**src/rtl/clock_pkg.sv**
```systemverilog
// Shared field widths, wrap constants and FSM state encodings for the time-of-day controller.
package clock_pkg;

    localparam int unsigned HR_W    = 5;
    localparam int unsigned MS_W    = 6;
    localparam int unsigned SEC_MAX = 60;
    localparam int unsigned MIN_MAX = 60;

    localparam logic [1:0] RUN      = 2'd0;
    localparam logic [1:0] SET_HOUR = 2'd1;
    localparam logic [1:0] SET_MIN  = 2'd2;
    localparam logic [1:0] SET_SEC  = 2'd3;

endpackage

```
**src/rtl/clock_set_ctrl_btn_edge.sv**
```systemverilog
// Button level to single-clk event detector; with CLOCK_SET_AUTO_REPEAT_EN it also emits
// held-button repeat events after REPEAT_DLY cycles, then every REPEAT_PER cycles.
module btn_edge
`ifdef CLOCK_SET_AUTO_REPEAT_EN
#(
    parameter bit          REPEAT_EN  = 1'b0,
    parameter int unsigned REPEAT_DLY = 50_000_000,
    parameter int unsigned REPEAT_PER = 12_500_000
)
`endif
(
    input  logic clk,
    input  logic reset,
    input  logic btn_i,
`ifdef CLOCK_SET_AUTO_REPEAT_EN
    input  logic hold_en_i,
    input  logic clr_i,
`endif
    output logic evt_o
);

    logic prev_q;
    logic evt_q;
    logic evt_d;

`ifdef CLOCK_SET_AUTO_REPEAT_EN
    localparam int unsigned CNT_W = $clog2(REPEAT_DLY + 1);

    logic [CNT_W-1:0] cnt_q;
    logic [CNT_W-1:0] cnt_d;
    logic             rep_c;

    // After the first repeat the counter is rewound so later repeats are REPEAT_PER apart.
    always_comb begin
        cnt_d = cnt_q;
        rep_c = 1'b0;
        if (!REPEAT_EN || !btn_i || !hold_en_i || clr_i) begin
            cnt_d = '0;
        end else if (cnt_q == CNT_W'(REPEAT_DLY - 1)) begin
            rep_c = 1'b1;
            cnt_d = CNT_W'(REPEAT_DLY - REPEAT_PER);
        end else begin
            cnt_d = cnt_q + CNT_W'(1);
        end
    end

    always_ff @(posedge clk or negedge reset) begin
        if (!reset) begin
            cnt_q <= '0;
        end else begin
            cnt_q <= cnt_d;
        end
    end

    assign evt_d = (btn_i & ~prev_q) | rep_c;
`else
    assign evt_d = btn_i & ~prev_q;
`endif

    always_ff @(posedge clk or negedge reset) begin
        if (!reset) begin
            prev_q <= 1'b0;
            evt_q  <= 1'b0;
        end else begin
            prev_q <= btn_i;
            evt_q  <= evt_d;
        end
    end

    assign evt_o = evt_q;

endmodule

```
**src/rtl/clock_set_ctrl.sv**
```systemverilog
// Time-of-day counter with button-driven set mode (hours, minutes, seconds).
// Optional macro CLOCK_SET_AUTO_REPEAT_EN enables hold-to-repeat on the increment button.
module clock_set_ctrl
    import clock_pkg::*;
#(
    parameter int unsigned HOURS_MAX  = 24,
    parameter int unsigned REPEAT_DLY = 50_000_000,
    parameter int unsigned REPEAT_PER = 12_500_000
) (
    input  logic            clk,
    input  logic            reset,
    input  logic            tick_1hz,
    input  logic            btn_mode,
    input  logic            btn_inc,
    output logic [HR_W-1:0] hours,
    output logic [MS_W-1:0] minutes,
    output logic [MS_W-1:0] seconds,
    output logic [1:0]      mode,
    output logic            blink,
    output logic            day_pulse
);

    if (!(HOURS_MAX == 12 || HOURS_MAX == 24)) begin : g_bad_hours_max
        $error("clock_set_ctrl: HOURS_MAX must be 12 or 24");
    end
    if (REPEAT_PER == 0 || REPEAT_DLY < REPEAT_PER) begin : g_bad_repeat
        $error("clock_set_ctrl: need 0 < REPEAT_PER <= REPEAT_DLY");
    end

    logic [1:0]      state_q, state_d;
    logic [HR_W-1:0] hr_q, hr_d;
    logic [MS_W-1:0] min_q, min_d;
    logic [MS_W-1:0] sec_q, sec_d;
    logic            blink_q, blink_d;
    logic            day_q, day_d;
    logic            mode_evt;
    logic            inc_evt;

`ifdef CLOCK_SET_AUTO_REPEAT_EN
    logic state_chg_c;
    assign state_chg_c = (state_d != state_q);

    btn_edge #(.REPEAT_EN(1'b0), .REPEAT_DLY(REPEAT_DLY), .REPEAT_PER(REPEAT_PER)) u_mode_edge (
        .clk(clk), .reset(reset), .btn_i(btn_mode),
        .hold_en_i(1'b0), .clr_i(1'b0), .evt_o(mode_evt)
    );
    btn_edge #(.REPEAT_EN(1'b1), .REPEAT_DLY(REPEAT_DLY), .REPEAT_PER(REPEAT_PER)) u_inc_edge (
        .clk(clk), .reset(reset), .btn_i(btn_inc),
        .hold_en_i(state_q != RUN), .clr_i(state_chg_c), .evt_o(inc_evt)
    );
`else
    btn_edge u_mode_edge (.clk(clk), .reset(reset), .btn_i(btn_mode), .evt_o(mode_evt));
    btn_edge u_inc_edge  (.clk(clk), .reset(reset), .btn_i(btn_inc),  .evt_o(inc_evt));
`endif

    // Counting, setting and mode sequencing; all carries settle in the tick clk.
    always_comb begin
        state_d = state_q;
        hr_d    = hr_q;
        min_d   = min_q;
        sec_d   = sec_q;
        blink_d = blink_q;
        day_d   = 1'b0;
        case (state_q)
            RUN: begin
                blink_d = 1'b0;
                if (tick_1hz) begin
                    if (sec_q == MS_W'(SEC_MAX - 1)) begin
                        sec_d = '0;
                        if (min_q == MS_W'(MIN_MAX - 1)) begin
                            min_d = '0;
                            if (hr_q == HR_W'(HOURS_MAX - 1)) begin
                                hr_d  = '0;
                                day_d = 1'b1;
                            end else begin
                                hr_d = hr_q + HR_W'(1);
                            end
                        end else begin
                            min_d = min_q + MS_W'(1);
                        end
                    end else begin
                        sec_d = sec_q + MS_W'(1);
                    end
                end
                if (mode_evt) begin
                    state_d = SET_HOUR;
                end
            end
            default: begin
                if (tick_1hz) begin
                    blink_d = ~blink_q;
                end
                if (mode_evt) begin
                    state_d = (state_q == SET_SEC) ? RUN : state_q + 2'd1;
                end else if (inc_evt) begin
                    case (state_q)
                        SET_HOUR: hr_d  = (hr_q == HR_W'(HOURS_MAX - 1)) ? '0 : hr_q + HR_W'(1);
                        SET_MIN:  min_d = (min_q == MS_W'(MIN_MAX - 1)) ? '0 : min_q + MS_W'(1);
                        SET_SEC:  sec_d = '0;
                        default:  ;
                    endcase
                end
            end
        endcase
        if (state_d != state_q) begin
            blink_d = 1'b0;
        end
    end

    always_ff @(posedge clk or negedge reset) begin
        if (!reset) begin
            state_q <= RUN;
            hr_q    <= '0;
            min_q   <= '0;
            sec_q   <= '0;
            blink_q <= 1'b0;
            day_q   <= 1'b0;
        end else begin
            state_q <= state_d;
            hr_q    <= hr_d;
            min_q   <= min_d;
            sec_q   <= sec_d;
            blink_q <= blink_d;
            day_q   <= day_d;
        end
    end

    assign hours     = hr_q;
    assign minutes   = min_q;
    assign seconds   = sec_q;
    assign mode      = state_q;
    assign blink     = blink_q;
    assign day_pulse = day_q;

endmodule

```
**config.mk**
```make
export PLATFORM = sky130hd
export DESIGN_NAME = clock_set_ctrl
export DESIGN_NICKNAME = d
export VERILOG_FILES = /design/src/rtl/clock_pkg.sv /design/src/rtl/clock_set_ctrl_btn_edge.sv /design/src/rtl/clock_set_ctrl.sv
export SDC_FILE = /design/constraint.sdc
export NUM_CORES = 1
export LEC_CHECK = 0
export BUFFER_PORTS_ARGS = -buffer_cell sky130_fd_sc_hd__buf_4
export CAP_MARGIN = 20
export CORE_ASPECT_RATIO = 0.75
export CORE_MARGIN = 1
export CORE_UTILIZATION = 55
export DETAILED_ROUTE_END_ITERATION = 8
export PLACE_DENSITY = 0.9
export SLEW_MARGIN = 5
export SYNTH_ARGS = -nofsm -noshare
export SYNTH_HDL_FRONTEND = slang
export SYNTH_HIERARCHICAL = 1
export SYNTH_SLANG_ARGS = --single-unit
```
**constraint.sdc**
```tcl
create_clock -name clk -period 4.8 [get_ports clk]
set_clock_uncertainty 0.1 [all_clocks]
set_input_delay 0.96 -clock clk [delete_from_list [all_inputs] [get_ports clk]]
set_output_delay 0.96 -clock clk [all_outputs]
set_load 0.03 [all_outputs]
```
# Word level (Yosys, flattened, before mapping)
# Index checks and enable logic that the tools add are counted.
# totals
regBits,25
inputBits,5
out_inout_bits,21
wordCells,72
# classes
add_sub_neg,4
n_eq_ne,11
n_mux,33
n_bitwise,5
reduce_logical,9
# ops
cell,count
two-way mux 6 bit,13
two-way mux 5 bit,8
adder 6 x 1 -> 6 bit (second input constant),2
equality test 6 bit (second input constant),2
two-way mux 1 bit,8
two-way mux 2 bit,4
inequality test 2 bit (second input constant),4
nonzero test 2 bit,4
AND reduction 6 bit,1
adder 5 x 1 -> 5 bit (second input constant),1
equality test 5 bit (second input constant),1
AND reduction 5 bit,1
equality test 2 bit (second input constant),2
AND reduction 4 bit,1
inverter 1 bit,3
nonzero test 3 bit,1
adder 2 x 1 -> 2 bit (second input constant),1
bitwise AND 1 bit,2
equality test 2 x 1 -> 1 bit (second input constant),1
zero test 2 bit,1
inequality test 2 bit,1

# Logic depth before layout (Yosys ltp)
# depth
ltp_word,6
ltp_mapped,7
ltp_nobuf,7

# Cells and area by module
# The synthesis kept the hierarchy.
# modules_own_cells
module,n_inst,cells_per_inst,area_per_inst_um2,seq_area_each_um2
clock_set_ctrl,1,108,1111.1,525.5
btn_edge,2,3,63.8,50.0

# Worst setup path before layout
# OpenSTA, ideal clock, no wires.
# synth_path
path_type,register to register
startpoint,reg state_q[0] (netlist: mode[0])
endpoint,reg min_q[2] (netlist: minutes[2])
setup_ps,125
t_arrival_ps,1988
t_required_ps,4575
setup_slack_ps,2588
path_stages_with_launch,7
n_path_buf,0
period_less_slack_ps,2212
path_cell_list,dfrtp_1 inv_1 ha_1 or3b_4 o22a_1 nor2b_1 mux2_2
# synth_via
elab_chain_cells,3
word_cells_on_any_way,9
classes_between,eq/ne (4); mux (1); reduce/logical (4)
# synth_rtl
item,line_no,source
from (decl),clock_set_ctrl.sv:30,"logic [1:0] state_q, state_d;"
from (signal assigned),clock_set_ctrl.sv:119,state_q <= state_d;
equality test 2 bit / zero test 2 bit (equally long branches),"clock_set_ctrl.sv:96, clock_set_ctrl.sv:64",
nonzero test 2 bit (no line) / inequality test 2 bit (equally long branches),-,
AND reduction 5 bit (no line),-,
to (signal assigned),clock_set_ctrl.sv:121,min_q <= min_d;
to (decl),clock_set_ctrl.sv:32,"logic [MS_W-1:0] min_q, min_d;"
# Several ways; a longest one is shown, not always the timed one.
# A chain may end at the register's enable or synchronous reset.

# Worst setup path after layout
# Ends and elaborated chain as after synthesis.

==> impl_metrics.json <==
{
  "status": "completed",
  "cp.arrival_ns": 2.42,
  "die_h_um": 43.1,
  "rr_startpoint": "mode[0]",
  "regToRegSetupSlack_ns": 2.49,
  "die_w_um": 56.8,
  "ant_nets": 0,
  "synth_area_um2": 1240,
  "crit_type": "flip-flop to flip-flop",
  "vias": 928,
  "rsz0062_at_grt": "false",
  "period_needed_ns": 2.31,
  "grt_use_total": 0.213,
  "initial_core_util": 0.599,
  "crit_fanout": 11,
  "netlist_instances": 114,
  "dpl.hpwl_um": 1740,
  "grt_pass1_wl_um": 3820,
  "rr_worst_depth": 6,
  "boundaryPins": 26,
  "cts_hold_buffers": 0,
  "syn2layout_area_growth_pct": 19.3,
  "viasPerCell": 5.59,
  "grt_pass1_vias": 808,
  "cts.path.max_buffers": 2,
  "clk_pin_slew_ns": 0.12,
  "grt_overflow_total": 0,
  "routed_wl_um": 2260,
  "drt_pass1_iterations": 4,
  "drive_gt1_frac": 0.268,
  "max_cap_violations": 0,
  "yosys_register_bits": 25,
  "multi_input_area_um2": 589,
  "pre_cts_ws_ns": 2.51,
  "required_ns": 4.91,
  "min_to": "u_inc_edge/evt_o",
  "drc": 0,
  "setup.worst_path.end_class": "flip-flop",
  "fp-row-count": 14,
  "syn_nets": 126,
  "fin_ws_ns": 2.49,
  "clock_sink_count": 25,
  "dr.first_iter.drc_count": 39,
  "clk_latency_ns": 0.32,
  "clockRootBuffer": "clkbuf_4",
  "seq_area_frac_synth": 0.505,
  "dp.cells": 162,
  "worst_r2r_endpoint": "minutes[2]",
  "leakagePower_uw": 0.000705,
  "htreeDepth": 1,
  "most-common-layout-cells": "dfrtp_1, buf_4, nor2_1",
  "dieArea_um2": 2450,
  "antenna_cells": 0,
  "worst_setup_path_start_kind": "flip-flop",
  "tightest_slew_ns": 0.467,
  "peakVddDrop_mv": 0.307,
  "cts.repair.resized": 0,
  "avgSynthCellArea_um2": 10.9,
  "drv_slew": 0,
  "synth_cell_types": 31,
  "cts_tree": "built",
  "finalSetupTns_ns": 0,
  "yosys_warnings": 6,
  "hold_slack_ns": 0.353,
  "slew_headroom": 0.685,
  "gp_congestion": 0.821,
  "finalHoldViolations": 0,
  "cts_buffers": 3,
  "instances_no_fill": 166,
  "postCtsSetupBuffers": 0,
  "powerDensity_nw_per_um2": 536,
  "antenna_found_initial": 0,
  "hp-start": "u_inc_edge/prev_q",
  "core_area_um2": 2070,
  "wl_per_cell_um": 13.6,
  "hold_depth": 1,
  "worstHoldPathType": "flip-flop to flip-flop",
  "finish.net_count": 155,
  "fin_crit_sh": 0.482,
  "nFillCells": 145,
  "area.sequential_um2": 626,
  "grt_max_degree": 26,
  "fmax_mhz": 432,
  "final-setup-viol-count": 0,
  "port_buffers": 25
}
## power breakdown
group	internal, µW	switching, µW	total (µW)
Sequential	261	63.8	324
Clock	32.5	59.5	92.0
Combinational	148	227	375
Total	441	350	791
## stage by stage
step | cell area, µm² | util | power (µW)
floorplan | 1240 | - | 572
global placement | 1450 | 0.702 | 683
global route | 1480 | 0.715 | 846
CTS | 1480 | 0.715 | 797
detailed placement | 1450 | 0.702 | 705
finish | 1480 | 0.715 | 791
## metal layers
| metal | vias to the layer above | part of all wire | track usage |
|---|---|---|---|
| met1 | 447 | 0.48 | 0.284 |
| met5 | - | 0 | 0 |
| li1 | 454 | - | - |
| met3 | 3 | 0.045 | 0.0640 |
| met2 | 24 | 0.47 | 0.340 |
| met4 | 0 | 0.0062 | 0.0634 |
## how the worst max path moves through the flow
stage | start | end | slack (ns) | cells after the start
6_report | mode[0] | minutes[2] | 2.49 | 6
5_1_grt | mode[0] | minutes[2] | 2.36 | 6
4_1_cts | mode[0] | minutes[2] | 2.48 | 6
3_5_place_dp | mode[0] | minutes[2] | 2.51 | 6
3_3_place_gp | mode[0] | minutes[2] | 2.58 | 6
2_1_floorplan | mode[0] | minutes[2] | 2.59 | 6
## area by class of cell
type                            count  area share
Clock buffer                        4      0.0178
Inverter                            5      0.0127
Tap cell                           24      0.0203
Multi-Input combinational cell     83       0.399
Timing Repair Buffer               25       0.127
Sequential cell                    25       0.423
## logic make-up after synthesis
family                   count (synthesis)  synth area share
buffers and inverters                    6            0.0192
multiplexers                             4            0.0364
flip-flops                              25             0.505
XOR/XNOR                                 8            0.0566
adder cells (fa/ha/maj)                  7            0.0707
AND/OR/NAND/NOR                         45             0.207
AO/OA/AOI/OAI                           19             0.105
## worst max-delay path, cell delays in order (launching register included)
cell and delay [ns]:
dfrtp_1 0.45, inv_1 0.10, ha_1 0.30, or3b_4 0.43, o22a_1 0.31, nor2b_1 0.16
mux2_2 0.35
## Yosys cell counts, drive strengths merged
cell type  count  area [µm²]
or3b           1        11.3
nor3           2        10.0
o22a           1        8.76
a21o           1        7.51
mux2           4        45.0
o31ai          2        15.0
nand4          4        25.0
o41ai          1        8.76
nand3b         1        7.51
a21boi         1        11.3
nor4           1        6.26
o21ai         10        50.0
nand3          6        30.0
nor2          12        45.0
xnor2          2        17.5
and2b          1        7.51
buf            1        5.00
ha             7        87.6
a21oi          1        16.3
dfrtp         25         626
and3           3        18.8
nand2b         1        6.26
nand2          6        22.5
xor2           6        52.6
and3b          2        17.5
nor2b          5        48.8
a31oi          2        12.5
inv            5        18.8
Power figures use the tool's default switching activity.
